**src/rtl/pipe_pkg.sv**
```systemverilog
// Shared pipeline definitions: mult/div latencies, the Tuse/Tnew time type,
// the mult/div busy state encoding and the operand hazard test.
package pipe_pkg;

    localparam int unsigned MULT_CYCLES_DEF = 5;
    localparam int unsigned DIV_CYCLES_DEF  = 10;

    // Tuse / Tnew are small cycle counts carried down the pipe
    typedef logic [1:0] tnew_t;

    typedef enum logic [0:0] {
        StIdle = 1'b0,
        StBusy = 1'b1
    } md_state_e;

    // One source operand against one producing stage
    function automatic logic src_hazard(
        input logic       use_src,
        input logic [4:0] src,
        input tnew_t      tuse,
        input logic       reg_write,
        input logic [4:0] wa,
        input tnew_t      tnew
    );
        return use_src && (src != 5'd0) && reg_write && (wa == src) && (tuse < tnew);
    endfunction

endpackage

```
**src/rtl/md_busy_cnt.sv**
```systemverilog
// Mult/div busy sequencer: loads the operation latency on a start seen in
// IDLE, counts it down in BUSY and pulses Md_Done as the result lands.
module md_busy_cnt
    import pipe_pkg::*;
#(
    parameter int unsigned MULT_CYCLES = MULT_CYCLES_DEF,
    parameter int unsigned DIV_CYCLES  = DIV_CYCLES_DEF,
    parameter int unsigned CNT_W       = 4
) (
    input  logic Clk,
    input  logic Reset,
    input  logic Md_Start_E,
    input  logic Md_Div_E,
    output logic Md_Busy,
    output logic Md_Done
);

    md_state_e        state_q, state_d;
    logic [CNT_W-1:0] cnt_q, cnt_d;
    logic             done_q, done_d;

    // Next state: starts are only honoured in IDLE, so a stray start in BUSY
    // can never reload the counter.
    always_comb begin
        state_d = state_q;
        cnt_d   = cnt_q;
        done_d  = 1'b0;
        unique case (state_q)
            StIdle: begin
                if (Md_Start_E) begin
                    cnt_d   = Md_Div_E ? CNT_W'(DIV_CYCLES) : CNT_W'(MULT_CYCLES);
                    state_d = StBusy;
                end
            end
            StBusy: begin
                if (cnt_q == CNT_W'(1)) begin
                    cnt_d   = '0;
                    done_d  = 1'b1;
                    state_d = StIdle;
                end else begin
                    cnt_d = cnt_q - CNT_W'(1);
                end
            end
        endcase
    end

    // State register on the pipeline's negedge; reset also kills a pending done
    always_ff @(negedge Clk) begin
        if (Reset) begin
            state_q <= StIdle;
            cnt_q   <= '0;
            done_q  <= 1'b0;
        end else begin
            state_q <= state_d;
            cnt_q   <= cnt_d;
            done_q  <= done_d;
        end
    end

    assign Md_Busy = (state_q == StBusy);
    assign Md_Done = done_q;

endmodule

```
**src/rtl/stall_ctrl.sv**
```systemverilog
// Hazard and mult/div stall controller for the five-stage pipeline, plus a
// saturating count of stalled cycles.
module stall_ctrl
    import pipe_pkg::*;
#(
    parameter int unsigned MULT_CYCLES = MULT_CYCLES_DEF,
    parameter int unsigned DIV_CYCLES  = DIV_CYCLES_DEF,
    parameter int unsigned CNT_W       = 4
) (
    input  logic        Clk,
    input  logic        Reset,
    input  logic [4:0]  Rs_D,
    input  logic [4:0]  Rt_D,
    input  logic [1:0]  Tuse_Rs_D,
    input  logic [1:0]  Tuse_Rt_D,
    input  logic        Use_Rs_D,
    input  logic        Use_Rt_D,
    input  logic [4:0]  Wa_E,
    input  logic [4:0]  Wa_M,
    input  logic        RegWrite_E,
    input  logic        RegWrite_M,
    input  logic [1:0]  Tnew_E,
    input  logic [1:0]  Tnew_M,
    input  logic        Md_Use_D,
    input  logic        Md_Start_E,
    input  logic        Md_Div_E,
    output logic        Stall,
    output logic        Md_Busy,
    output logic        Md_Done,
    output logic [31:0] Stall_Cnt
);

    logic        rs_haz, rt_haz, md_haz, stall;
    logic [31:0] stall_cnt_q;

    md_busy_cnt #(
        .MULT_CYCLES (MULT_CYCLES),
        .DIV_CYCLES  (DIV_CYCLES),
        .CNT_W       (CNT_W)
    ) u_md_busy_cnt (
        .Clk        (Clk),
        .Reset      (Reset),
        .Md_Start_E (Md_Start_E),
        .Md_Div_E   (Md_Div_E),
        .Md_Busy    (Md_Busy),
        .Md_Done    (Md_Done)
    );

    // Zero-latency hazard detect; a start still in E counts as busy for HI/LO users
    always_comb begin
        rs_haz = src_hazard(Use_Rs_D, Rs_D, Tuse_Rs_D, RegWrite_E, Wa_E, Tnew_E)
              || src_hazard(Use_Rs_D, Rs_D, Tuse_Rs_D, RegWrite_M, Wa_M, Tnew_M);
        rt_haz = src_hazard(Use_Rt_D, Rt_D, Tuse_Rt_D, RegWrite_E, Wa_E, Tnew_E)
              || src_hazard(Use_Rt_D, Rt_D, Tuse_Rt_D, RegWrite_M, Wa_M, Tnew_M);
        md_haz = Md_Use_D && (Md_Start_E || Md_Busy);
        stall  = !Reset && (rs_haz || rt_haz || md_haz);
    end

    // Saturating stalled-cycle counter
    always_ff @(negedge Clk) begin
        if (Reset) begin
            stall_cnt_q <= '0;
        end else if (stall && (stall_cnt_q != 32'hFFFF_FFFF)) begin
            stall_cnt_q <= stall_cnt_q + 32'd1;
        end
    end

    assign Stall     = stall;
    assign Stall_Cnt = stall_cnt_q;

endmodule

```
**config.mk**
```make
export PLATFORM = sky130hd
export DESIGN_NAME = stall_ctrl
export DESIGN_NICKNAME = d
export VERILOG_FILES = /design/src/rtl/pipe_pkg.sv /design/src/rtl/md_busy_cnt.sv /design/src/rtl/stall_ctrl.sv
export SDC_FILE = /design/constraint.sdc
export NUM_CORES = 1
export LEC_CHECK = 0
export ABC_AREA = 1
export BUFFER_PORTS_ARGS = -buffer_cell sky130_fd_sc_hd__clkbuf_2
export CAP_MARGIN = 20
export CORE_ASPECT_RATIO = 0.5
export CORE_UTILIZATION = 56
export CTS_BUF_LIST = sky130_fd_sc_hd__clkbuf_2 sky130_fd_sc_hd__clkbuf_4 sky130_fd_sc_hd__clkbuf_8
export DETAILED_ROUTE_END_ITERATION = 8
export HOLD_SLACK_MARGIN = 0.12
export PLACE_DENSITY = 0.91
export SYNTH_ARGS = -nofsm -noshare
export SYNTH_HDL_FRONTEND = slang
export SYNTH_SLANG_ARGS = --single-unit
```
**constraint.sdc**
```tcl
create_clock -name Clk -period 2.4 [get_ports Clk]
set_input_delay 0.36 -clock Clk [delete_from_list [all_inputs] [get_ports Clk]]
set_output_delay 0.36 -clock Clk [all_outputs]
set_load 0.05 [all_outputs]
```
==> results.sh, run 1 <==
export IMPL_outcome="stopped before the end"
export IMPL_failing_step="global routing (5_1_grt)"
export IMPL_error="[ERROR DPL-0038] Utilization greater than 100%, impossible to legalize"
export IMPL_clock_sinks=38
export IMPL_hpwl_mm=5.65
export IMPL_portBuffers=71
export IMPL_postSynth_asyncResetShare_pct=0
export IMPL_muxShareOfSynthArea_pct=0
export IMPL_synth_top_cell_by_area="dfxtp_1"
export IMPL_yosysTopAreaCellShare_pct=26.3
export IMPL_clk_path_buf_depth=2
export IMPL_yosys_top_cells_area="dfxtp_1 (26%), nand2_1 (19%), inv_1 (12%), nor2_1 (9.9%), nand3_1 (7.6%)"
export IMPL_fp_dieH_um=52.8
export IMPL_htreeDepth=2
export IMPL_grt_max_degree=20
export IMPL_post_synth_cell_area_avg_um2=5.77
export IMPL_synth_edf_count=0
export IMPL_root_buffer="clkbuf_8"
export IMPL_hold_buffers=0
export IMPL_routabilityCongestion=0.876
export IMPL_yosysWarnings=0
export IMPL_crit_endpoint="Stall"
export IMPL_synthSimpleGateAreaFrac_pct=48.7
export IMPL_synth_fa_ha_area_share_pct=3.03
export IMPL_ys_seq_area_share_pct=26.3
export IMPL_ys_types=28
export IMPL_ioPinCount=72
export IMPL_synth_seq_cells=38
export IMPL_yosysMostFrequentCell="nand2_1"
export IMPL_synth_compound_gate_area_share_pct=6.49
export IMPL_synth_common_cells="nand2_1 (147), inv_1 (91), nor2_1 (76)"
export IMPL_synth_fp_nets=545
export IMPL_synth_top_family_by_area="simple AND/OR/NAND/NOR gates"
export IMPL_start_util_pct=58.3
export IMPL_netlist_area_mm2=0.00289
export IMPL_placementRows=18
export IMPL_ys_flop_type="dfxtp_1"
export IMPL_die_w_um=104
export IMPL_yosys_area_share_xor_xnor_pct=0.606
export IMPL_cts_buffers=5
export IMPL_endpoint_type="top-level output"
export IMPL_netlist_instances=501
==> timing repair <==
item,in CTS
gates cloned,3
pin swaps,17
resized for setup,141
endpoints found under the setup margin,67
buffers inserted,23
==> metrics by stage <==
step	std cells	instance area [µm²]	worst slack (ns)	hold WS, ns
2_1_floorplan	501	3110	-0.391	0.471
3_3_place_gp	659	3710	-0.651	0.497
3_5_place_dp	659	3710	-0.698	0.506
4_1_cts	730	4770	-0.668	0.525
==> logic make-up after synthesis <==
group	after synthesis
adders and majority gates	7
and+or+nand+nor	314
buffers and inverters	108
AOI/OAI and AO/OA	32
xor gates and xnor gates	2
DFF	38
==> inputs of run 2 (changes only) <==
- CORE_ASPECT_RATIO: 0.5 -> unset
- CORE_UTILIZATION: 56 -> 40
- CTS_BUF_LIST: sky130_fd_sc_hd__clkbuf_2 sky130_fd_sc_hd__clkbuf_4 sky130_fd_sc_hd__clkbuf_8 -> unset
- HOLD_SLACK_MARGIN: 0.12 -> unset
- PLACE_DENSITY: 0.91 -> unset
- PLACE_DENSITY_LB_ADDON: unset -> 0.15
==> run 2 against run 1 <==
Synthesized area did not move. Synthesized cell count did not move. The flow now finishes, with violations (setup timing).
==> results.sh, run 2 <==
export IMPL_synth_edf_count=0
export IMPL_p_per_area_mw_per_mm2=348
export IMPL_cts_tree="yes"
export IMPL_clkTransAtPathRegs_ns=0.03
export IMPL_final_antenna_net_count=0
export IMPL_routabilityCongestion=0.815
export IMPL_start_util_pct=42.1
export IMPL_yosysWarnings=0
export IMPL_hpwl_mm=5.64
export IMPL_critPathKind="primary input to register"
export IMPL_endpoint_kind="register"
export IMPL_vdd_drop_max_uv=213
export IMPL_grt_ovfl_total=0
export IMPL_drtPass1Iterations=5
export IMPL_portBuffers=71
export IMPL_final_common_cell="nand2_1"
export IMPL_synth_seq_cells=38
export IMPL_yosys_top_cells_area="dfxtp_1 (26%), nand2_1 (19%), inv_1 (12%), nor2_1 (9.9%), nand3_1 (7.6%)"
export IMPL_ys_seq_area_share_pct=26.3
export IMPL_htreeDepth=2
export IMPL_cts_buffers=5
export IMPL_dieArea_mm2=0.00757
export IMPL_drt_initial_drc_count=176
export IMPL_drc_errors=0
export IMPL_ys_types=28
export IMPL_post_synth_cell_area_avg_um2=5.77
export IMPL_num_nets_final=718
export IMPL_ioPinCount=72
export IMPL_syn_to_final_growth_pct=75.7
export IMPL_critPathRequiredTime_ns=1.43
export IMPL_setup_viol=49
export IMPL_viasPerCell=4.83
export IMPL_slew_headroom_pct=59.5
export IMPL_yosysTopAreaCellShare_pct=26.3
export IMPL_placementRows=30
export IMPL_grt_pass1_vias=3631
export IMPL_fin_skew_ns=0.0238
export IMPL_grt_usage_pct=23.7
export IMPL_die_w_um=87.0
export IMPL_drt_wl_total_mm=9.37
export IMPL_failed_checks="setup timing"
export IMPL_vias=3714
export IMPL_worstPathMaxFanout=8
export IMPL_root_buffer="clkbuf_8"
export IMPL_synth_common_cells="nand2_1 (147), inv_1 (91), nor2_1 (76)"
export IMPL_wl_per_cell_um=12.2
export IMPL_outcome="complete, but fails checks"
export IMPL_core_area_mm2=0.00687
export IMPL_netlist_instances=501
export IMPL_fin_ws_ns=-0.663
export IMPL_holdCritPathClass="register to register"
export IMPL_power_leakage_nw=2.64
export IMPL_synth_fp_nets=545
export IMPL_layout_common_cells="nand2_1 (140), inv_1 (123), nor2_1 (73)"
export IMPL_worst_slew_pin_slew_ns=0.603
export IMPL_max_cap_viol_count=0
export IMPL_startpoint_type="primary input"
export IMPL_worstSkewPairLatency_ns=0.36
export IMPL_layout_drive_gt1_share_pct=39.2
export IMPL_grt_antenna_before_repair=0
export IMPL_synth_top_cell_by_area="dfxtp_1"
export IMPL_postSynth_asyncResetShare_pct=0
export IMPL_grt_max_degree=20
export IMPL_rsz0062_at_grt="yes"
export IMPL_holdWs_ns=0.519
export IMPL_arrival_ns=2.09
export IMPL_clock_sinks=38
export IMPL_grt_pass1_wl_mm=14.4
export IMPL_hold_viol_final=0
export IMPL_drv_slew=0
export IMPL_fp_dieH_um=87.0
export IMPL_clk_path_buf_depth=2
export IMPL_netlist_area_mm2=0.00289
export IMPL_largest_reg_flops=32
export IMPL_yosysMostFrequentCell="nand2_1"
export IMPL_diodes=0
export IMPL_ys_flop_type="dfxtp_1"
export IMPL_fin_util_pct=73.9
-- run 2: cell counts after synthesis --
Identical to the previous run, type by type.
-- run 2: area by class of cell --
type	count	area, µm²
flip-flops and latches	38	823
inverters	97	388
repair buffers	139	1540
clock inverters	39	148
multi-input cells	355	1990
fillers	549	1790
clock buffers	5	68.8
well taps	96	120
-- run 2: report_power, final --
part / total [mW] / internal [mW] / switching (mW)
clock network: 0.676 / 0.275 / 0.401
logic: 0.438 / 0.217 / 0.222
registers: 0.654 / 0.643 / 0.0112
total: 1.77 / 1.13 / 0.634
-- run 2: path summary, 6_finish.rpt --
path         slack (ns)                endpoint              startpoint  cells past startpoint
max               -0.66           Stall_Cnt[20]               Tnew_M[1]                     18
min                0.52  u_md_busy_cnt.cnt_q[2]  u_md_busy_cnt.cnt_q[2]                      2
max reg2reg        0.20           Stall_Cnt[17]            Stall_Cnt[0]                     13
min reg2reg        0.52  u_md_busy_cnt.cnt_q[2]  u_md_busy_cnt.cnt_q[2]                      2
-- run 2: cell families after synthesis --
family | synth area share (%)
and+or+nand+nor | 48.7
buffers and inverters | 14.8
DFF | 26.3
AOI/OAI and AO/OA | 6.49
adders and majority gates | 3.03
xor gates and xnor gates | 0.606
-- run 2: what timing repair did --
item                                    CTS  global route
pin swaps                                 7            11
hold buffers                              0             0
endpoints found under the setup margin   67            67
buffers inserted                         22            12
resized for setup                       139            60
cloned                                    2             3
endpoints found under the hold margin     0             0
-- run 2: worst max-delay path, cell delays in order --
cell and delay (ns):
clkbuf_16 0.12, inv_12 0.03, ha_4 0.24, a21boi_4 0.17, nor2_2 0.05, nand2_1 0.05
nand2_1 0.06, nand2_2 0.08, nand3_4 0.08, buf_4 0.13, buf_6 0.11, buf_12 0.14
buf_12 0.12, buf_16 0.13, nand2_1 0.05, nand2_1 0.04, nand2_1 0.07, nor2_1 0.05
-- run 2: metal layers --
metal / wire, µm / share of wire [%] / global-route usage, %
met1: 3840 / 41 / 25.2
met2: 4930 / 53 / 44.0
met3: 410 / 4.4 / 5.12
met4: 194 / 2.1 / 11.2
met5: 0 / 0 / 0
-- run 2: stage by stage --
stage               instance area (µm²)  instances  TNS, ns  worst slack (ns)  power [mW]
finish                             5080        769   -17.59            -0.663        1.77
global route                       5080        769   -21.19            -0.744        1.92
CTS                                4760        755   -14.38            -0.648        1.74
detailed placement                 3730        688   -22.67            -0.769        1.07
global placement                   3730        688   -22.20            -0.725        1.07
floorplan                          3110        501   -11.60            -0.391       0.969
Power figures use the tool's default switching activity.
==> inputs of run 3 (changes only) <==
- SYNTH_HIERARCHICAL: unset -> 1
==> run 3 against run 2 <==
The run still ends with setup timing left. Sequential share of layout area is essentially flat. Critical endpoint is now Stall. Critical path type is now register to output pin. Largest power group unchanged. Via count grew 3.6%. Clock skew grew 0.018 ns. Die area grew 2.6%. Register-to-register slack lost 0.10 ns. Routed wire length grew 4.0%. Cell area grew 0.32%.
==> results.sh, run 3 <==
export IMPL_yosys_top_cells_area="dfxtp_1 (26%), nand2_1 (19%), inv_1 (14%), nand3_1 (8.3%), nor2_1 (8.0%)"
export IMPL_layout_drive_gt1_share_pct=34.4
export IMPL_postSynth_asyncResetShare_pct=0
export IMPL_outcome="complete, but fails checks"
export IMPL_drt_wl_total_mm=9.75
export IMPL_core_area_mm2=0.00721
export IMPL_diodes=0
export IMPL_grt_pass1_vias=3774
export IMPL_die_w_um=88.1
export IMPL_grt_usage_pct=25.0
export IMPL_cts_buffers=5
export IMPL_final_antenna_net_count=0
export IMPL_synth_top_cell_by_area="dfxtp_1"
export IMPL_hpwl_mm=6.12
export IMPL_worstPathMaxFanout=2
export IMPL_cp_buffers_inverters=3
export IMPL_failed_checks="setup timing"
export IMPL_synth_edf_count=0
export IMPL_root_buffer="clkbuf_8"
export IMPL_cts_tree="yes"
export IMPL_ys_seq_area_share_pct=25.6
export IMPL_netlist_instances=520
export IMPL_portBuffers=71
export IMPL_startpoint_type="register"
export IMPL_slew_headroom_pct=70.1
export IMPL_grt_ovfl_total=0
export IMPL_ioPinCount=72
export IMPL_critPathKind="register to output pin"
export IMPL_netlist_area_mm2=0.00297
export IMPL_power_leakage_nw=2.68
export IMPL_wl_per_cell_um=12.4
export IMPL_worst_slew_pin_slew_ns=0.445
export IMPL_arrival_ns=2.58
export IMPL_hold_viol_final=0
export IMPL_setup_viol=60
export IMPL_viasPerCell=4.90
export IMPL_rsz0062_at_grt="yes"
export IMPL_post_synth_cell_area_avg_um2=5.71
export IMPL_num_nets_final=729
export IMPL_yosysMostFrequentCell="nand2_1"
export IMPL_synth_fp_nets=564
export IMPL_holdWs_ns=0.531
export IMPL_vias=3848
export IMPL_clk_path_buf_depth=2
export IMPL_drc_errors=0
export IMPL_drt_initial_drc_count=188
export IMPL_grt_antenna_before_repair=0
export IMPL_critPathRequiredTime_ns=2.04
export IMPL_dieArea_mm2=0.00777
export IMPL_worstSkewPairLatency_ns=0.39
export IMPL_layout_common_cells="nand2_1 (149), inv_1 (140), nor2_1 (62)"
export IMPL_vdd_drop_max_uv=264
export IMPL_ys_flop_type="dfxtp_1"
export IMPL_yosysWarnings=6
export IMPL_cp_slowest_stage_delay_ns=0.34
export IMPL_synth_common_cells="nand2_1 (153), inv_1 (107), nor2_1 (63)"
export IMPL_max_cap_viol_count=0
export IMPL_grt_max_degree=32
export IMPL_clkTransAtPathRegs_ns=0.04
export IMPL_layout_cells_non_filler=785
export IMPL_holdCritPathClass="register to register"
export IMPL_place_inst=704
export IMPL_htreeDepth=2
export IMPL_drtPass1Iterations=5
export IMPL_start_util_pct=41.1
export IMPL_critPathTopFamily="buffers and inverters"
export IMPL_fin_ws_ns=-0.540
export IMPL_fp_dieH_um=88.1
export IMPL_fin_skew_ns=0.0416
export IMPL_routabilityCongestion=0.880
export IMPL_clock_sinks=38
export IMPL_drv_slew=0
export IMPL_grt_pass1_wl_mm=15.5
export IMPL_final_common_cell="nand2_1"
export IMPL_ys_types=26
export IMPL_placementRows=31
export IMPL_syn_to_final_growth_pct=71.7
export IMPL_p_per_area_mw_per_mm2=385
export IMPL_crit_chain="o21ai_4 > nand3_4 > buf_8 > nand2_4 > clkinvlp_4 > clkbuf_16"
export IMPL_endpoint_kind="output pin"
export IMPL_yosysTopAreaCellShare_pct=25.6
export IMPL_dp_slack_ns=-0.762
export IMPL_cpMaxStageDelayCell="dfxtp_4"
export IMPL_hold_buffers=0
export IMPL_largest_reg_flops=32
export IMPL_synth_seq_cells=38
-- run 3: cell count changes after synthesis, sizes merged, moves of 3 or more --
| cell | delta |
|---|---|
| a221oi | -4 |
| nand3 | +5 |
| nand4 | +5 |
| xor2 | +5 |
| buf | +3 |
| nor2 | -9 |
| inv | +12 |
| o21ai | +7 |
-- run 3: cells by family (layout without fill, tap and decap cells) --
logic type,after synthesis,in the layout,synth area share [%]
flops,38,38,25.6
compound gates,32,32,5.99
buf+inv,123,289,16.7
fa+ha+maj,7,7,2.95
simple gates,313,313,46.7
xor+xnor,7,7,2.07
-- run 3: final timing paths --
path	start	to	slack (ns)	cells past startpoint
worst min register to register	u_md_busy_cnt/cnt_q[0]	u_md_busy_cnt/cnt_q[0]	0.53	2
worst min-delay path	u_md_busy_cnt/cnt_q[0]	u_md_busy_cnt/cnt_q[0]	0.53	2
worst max register to register	Stall_Cnt[0]	Stall_Cnt[22]	0.10	14
worst max-delay path	u_md_busy_cnt/Md_Busy	Stall	-0.54	6
-- run 3: metrics by stage --
stage	TNS [ns]	cell area, µm²	utilization, %	power [mW]
after global placement	-22.65	3730	51.7	1.09
after detailed placement	-23.45	3730	51.7	1.10
final	-14.98	5090	70.6	1.96
after CTS	-15.19	4870	67.4	1.92
after floorplan	-13.01	3120	-	0.995
after global routing	-19.00	5090	70.6	2.11
-- run 3: final cells by class --
| type | count | area (µm²) |
|---|---|---|
| clock buffer | 5 | 68.8 |
| inverter | 108 | 429 |
| timing repair buffer | 135 | 1560 |
| sequential | 38 | 828 |
| tap | 99 | 124 |
| clock inverter | 41 | 186 |
| fill | 623 | 2120 |
| multi-input combinational | 359 | 1900 |
-- run 3: report_power, final --
group | internal [mW] | switching, mW | total [mW]
Clock | 0.392 | 0.436 | 0.828
Combinational | 0.225 | 0.247 | 0.473
Sequential | 0.645 | 0.0173 | 0.662
-- run 3: what timing repair did --
action	CTS	global route
setup buffers	23	9
hold endpoints to repair	0	0
gates resized for setup	151	41
endpoints found under the setup margin	67	67
pin swaps	7	17
gates cloned	2	3
-- run 3: per-layer routing --
layer  GRT usage (%)  wire, µm
met4            10.7       263
met3            7.73       534
met5               0         0
met1            26.8      4010
met2            45.1      4950
-- run 3: worst register-to-register path, stage by stage (launching register included) --
cell and delay [ns]:
dfxtp_4 0.37, buf_4 0.14, ha_1 0.21, nand2_2 0.10, nor2_4 0.13, nand3_2 0.14
nor2_4 0.19, nand4_4 0.22, buf_12 0.26, nand3_1 0.10, inv_1 0.06, nand2_1 0.07
nand2_1 0.06, nand2_1 0.06, nor2_1 0.04
==> inputs of run 4 (changes only) <==
- SKIP_CTS_REPAIR_TIMING: unset -> 1
==> run 4 against run 3 <==
The run still ends with setup timing left. Cell area fell by 6.6%. Power fell by 3.8%. Via count fell by 6.0%. Combinational power fell by 11%. Sequential power barely moved. Sequential share of layout area rose by 1.3 points. Critical endpoint unchanged. Largest cell class unchanged. Largest power group unchanged.
==> results.sh, run 4 (synthesis gave the netlist of run 3 again) <==
export IMPL_outcome="complete, but fails checks"
export IMPL_failed_checks="setup timing"
export IMPL_grt_pass1_vias=3384
export IMPL_drt_wl_total_mm=8.71
export IMPL_fin_skew_ns=0.0194
export IMPL_drv_slew=0
export IMPL_drc_errors=0
export IMPL_viasPerCell=4.66
export IMPL_core_area_mm2=0.00721
export IMPL_portBuffers=71
export IMPL_cp_slowest_stage_delay_ns=0.34
export IMPL_p_per_area_mw_per_mm2=397
export IMPL_design_area_mm2=0.00476
export IMPL_endpoint_kind="output pin"
export IMPL_clkTransAtPathRegs_ns=0.04
export IMPL_num_nets_final=720
export IMPL_worst_slew_pin_slew_ns=0.431
export IMPL_critPathTopFamily="buffers and inverters"
export IMPL_critPathKind="register to output pin"
export IMPL_routabilityCongestion=0.880
export IMPL_hold_viol_final=0
export IMPL_fillers=695
export IMPL_worstSkewPairLatency_ns=0.36
export IMPL_largest_reg_flops=32
export IMPL_holdWs_ns=0.514
export IMPL_grt_pass1_wl_mm=13.6
export IMPL_vias=3616
export IMPL_arrival_ns=2.60
export IMPL_holdCritPathClass="register to register"
export IMPL_cts_buffers=5
export IMPL_final_common_cell="nand2_1"
export IMPL_fin_ws_ns=-0.563
export IMPL_setup_viol=53
export IMPL_dieArea_mm2=0.00777
export IMPL_clk_path_buf_depth=2
export IMPL_cts_tree="yes"
export IMPL_fin_tns_setup_ns=-11.54
export IMPL_placed_area_mm2=0.00373
export IMPL_grt_ovfl_total=0
export IMPL_diodes=0
export IMPL_start_util_pct=41.1
export IMPL_cp_buffers_inverters=3
export IMPL_wl_per_cell_um=11.2
export IMPL_final_antenna_net_count=0
export IMPL_grt_max_degree=32
export IMPL_hpwl_mm=6.12
export IMPL_worstPathMaxFanout=6
export IMPL_grt_usage_pct=21.6
export IMPL_fp_dieH_um=88.1
export IMPL_htreeDepth=2
export IMPL_clock_sinks=38
export IMPL_layout_drive_gt1_share_pct=32.3
export IMPL_drtPass1Iterations=4
export IMPL_root_buffer="clkbuf_8"
export IMPL_slew_headroom_pct=71.1
export IMPL_max_cap_viol_count=0
export IMPL_ioPinCount=72
export IMPL_cpMaxStageDelayCell="dfxtp_4"
export IMPL_fin_util_pct=66.0
export IMPL_rsz0062_at_grt="yes"
export IMPL_syn_to_final_growth_pct=60.4
export IMPL_place_inst=704
export IMPL_power_leakage_nw=2.54
export IMPL_layout_cells_non_filler=776
export IMPL_layout_common_cells="nand2_1 (150), inv_1 (140), nor2_1 (62)"
export IMPL_startpoint_type="register"
export IMPL_drt_initial_drc_count=175
export IMPL_vdd_drop_max_uv=278
export IMPL_grt_antenna_before_repair=0
export IMPL_placementRows=31
export IMPL_critPathRequiredTime_ns=2.04
export IMPL_crit_chain="o21ai_4 > nand3_4 > buf_12 > nand2_4 > clkinvlp_4 > buf_8"
export IMPL_die_w_um=88.1
## run 4: report_power, final
group	leakage [nW]	internal, mW	switching, mW
Sequential	0.329	0.643	0.0174
Clock	0.257	0.392	0.415
Combinational	1.96	0.192	0.229
Total	2.54	1.23	0.662
## run 4: worst register-to-register path, cell delays in order, from the launching register on
cell,delay [ns]
dfxtp_4,0.35
buf_4,0.12
ha_1,0.20
nand2_2,0.10
nor2_4,0.14
nand3_2,0.14
nor2_4,0.19
nand4_4,0.19
buf_12,0.24
nand2_1,0.08
inv_1,0.05
nand2_1,0.07
nand2_1,0.05
nand2_1,0.06
nor2_1,0.04
## run 4: path summary, 6_finish.rpt
kind / from / to / slack [ns] / cells past startpoint
worst max-delay path: u_md_busy_cnt/Md_Busy / Stall / -0.56 / 6
worst min-delay path: Stall_Cnt[0] / Stall_Cnt[0] / 0.51 / 2
worst max register to register: Stall_Cnt[1] / Stall_Cnt[13] / 0.29 / 14
worst min register to register: Stall_Cnt[0] / Stall_Cnt[0] / 0.51 / 2
## run 4: metrics by stage
stage                     power, mW  worst slack (ns)
after floorplan               0.995            -0.430
after global placement         1.09            -0.739
after detailed placement       1.10            -0.762
after CTS                      1.83            -0.879
after global routing           2.04            -0.632
final                          1.89            -0.563
## run 4: layout make-up
type / count / area, µm² / area share (%)
multi-input cells: 359 / 1860 / 39.1
repair buffers: 126 / 1250 / 26.3
flip-flops and latches: 38 / 836 / 17.6
inverters: 108 / 429 / 9.02
clock inverters: 41 / 186 / 3.92
well taps: 99 / 124 / 2.60
clock buffers: 5 / 68.8 / 1.45
## run 4: metal layers
metal | GRT usage, % | wire length [µm] | up-vias
met1 | 24.4 | 3670 | 1610
met4 | 7.62 | 82 | 0
met2 | 38.5 | 4510 | 86
met5 | 0 | 0 | -
met3 | 6.60 | 442 | 13
li1 | - | - | 1907
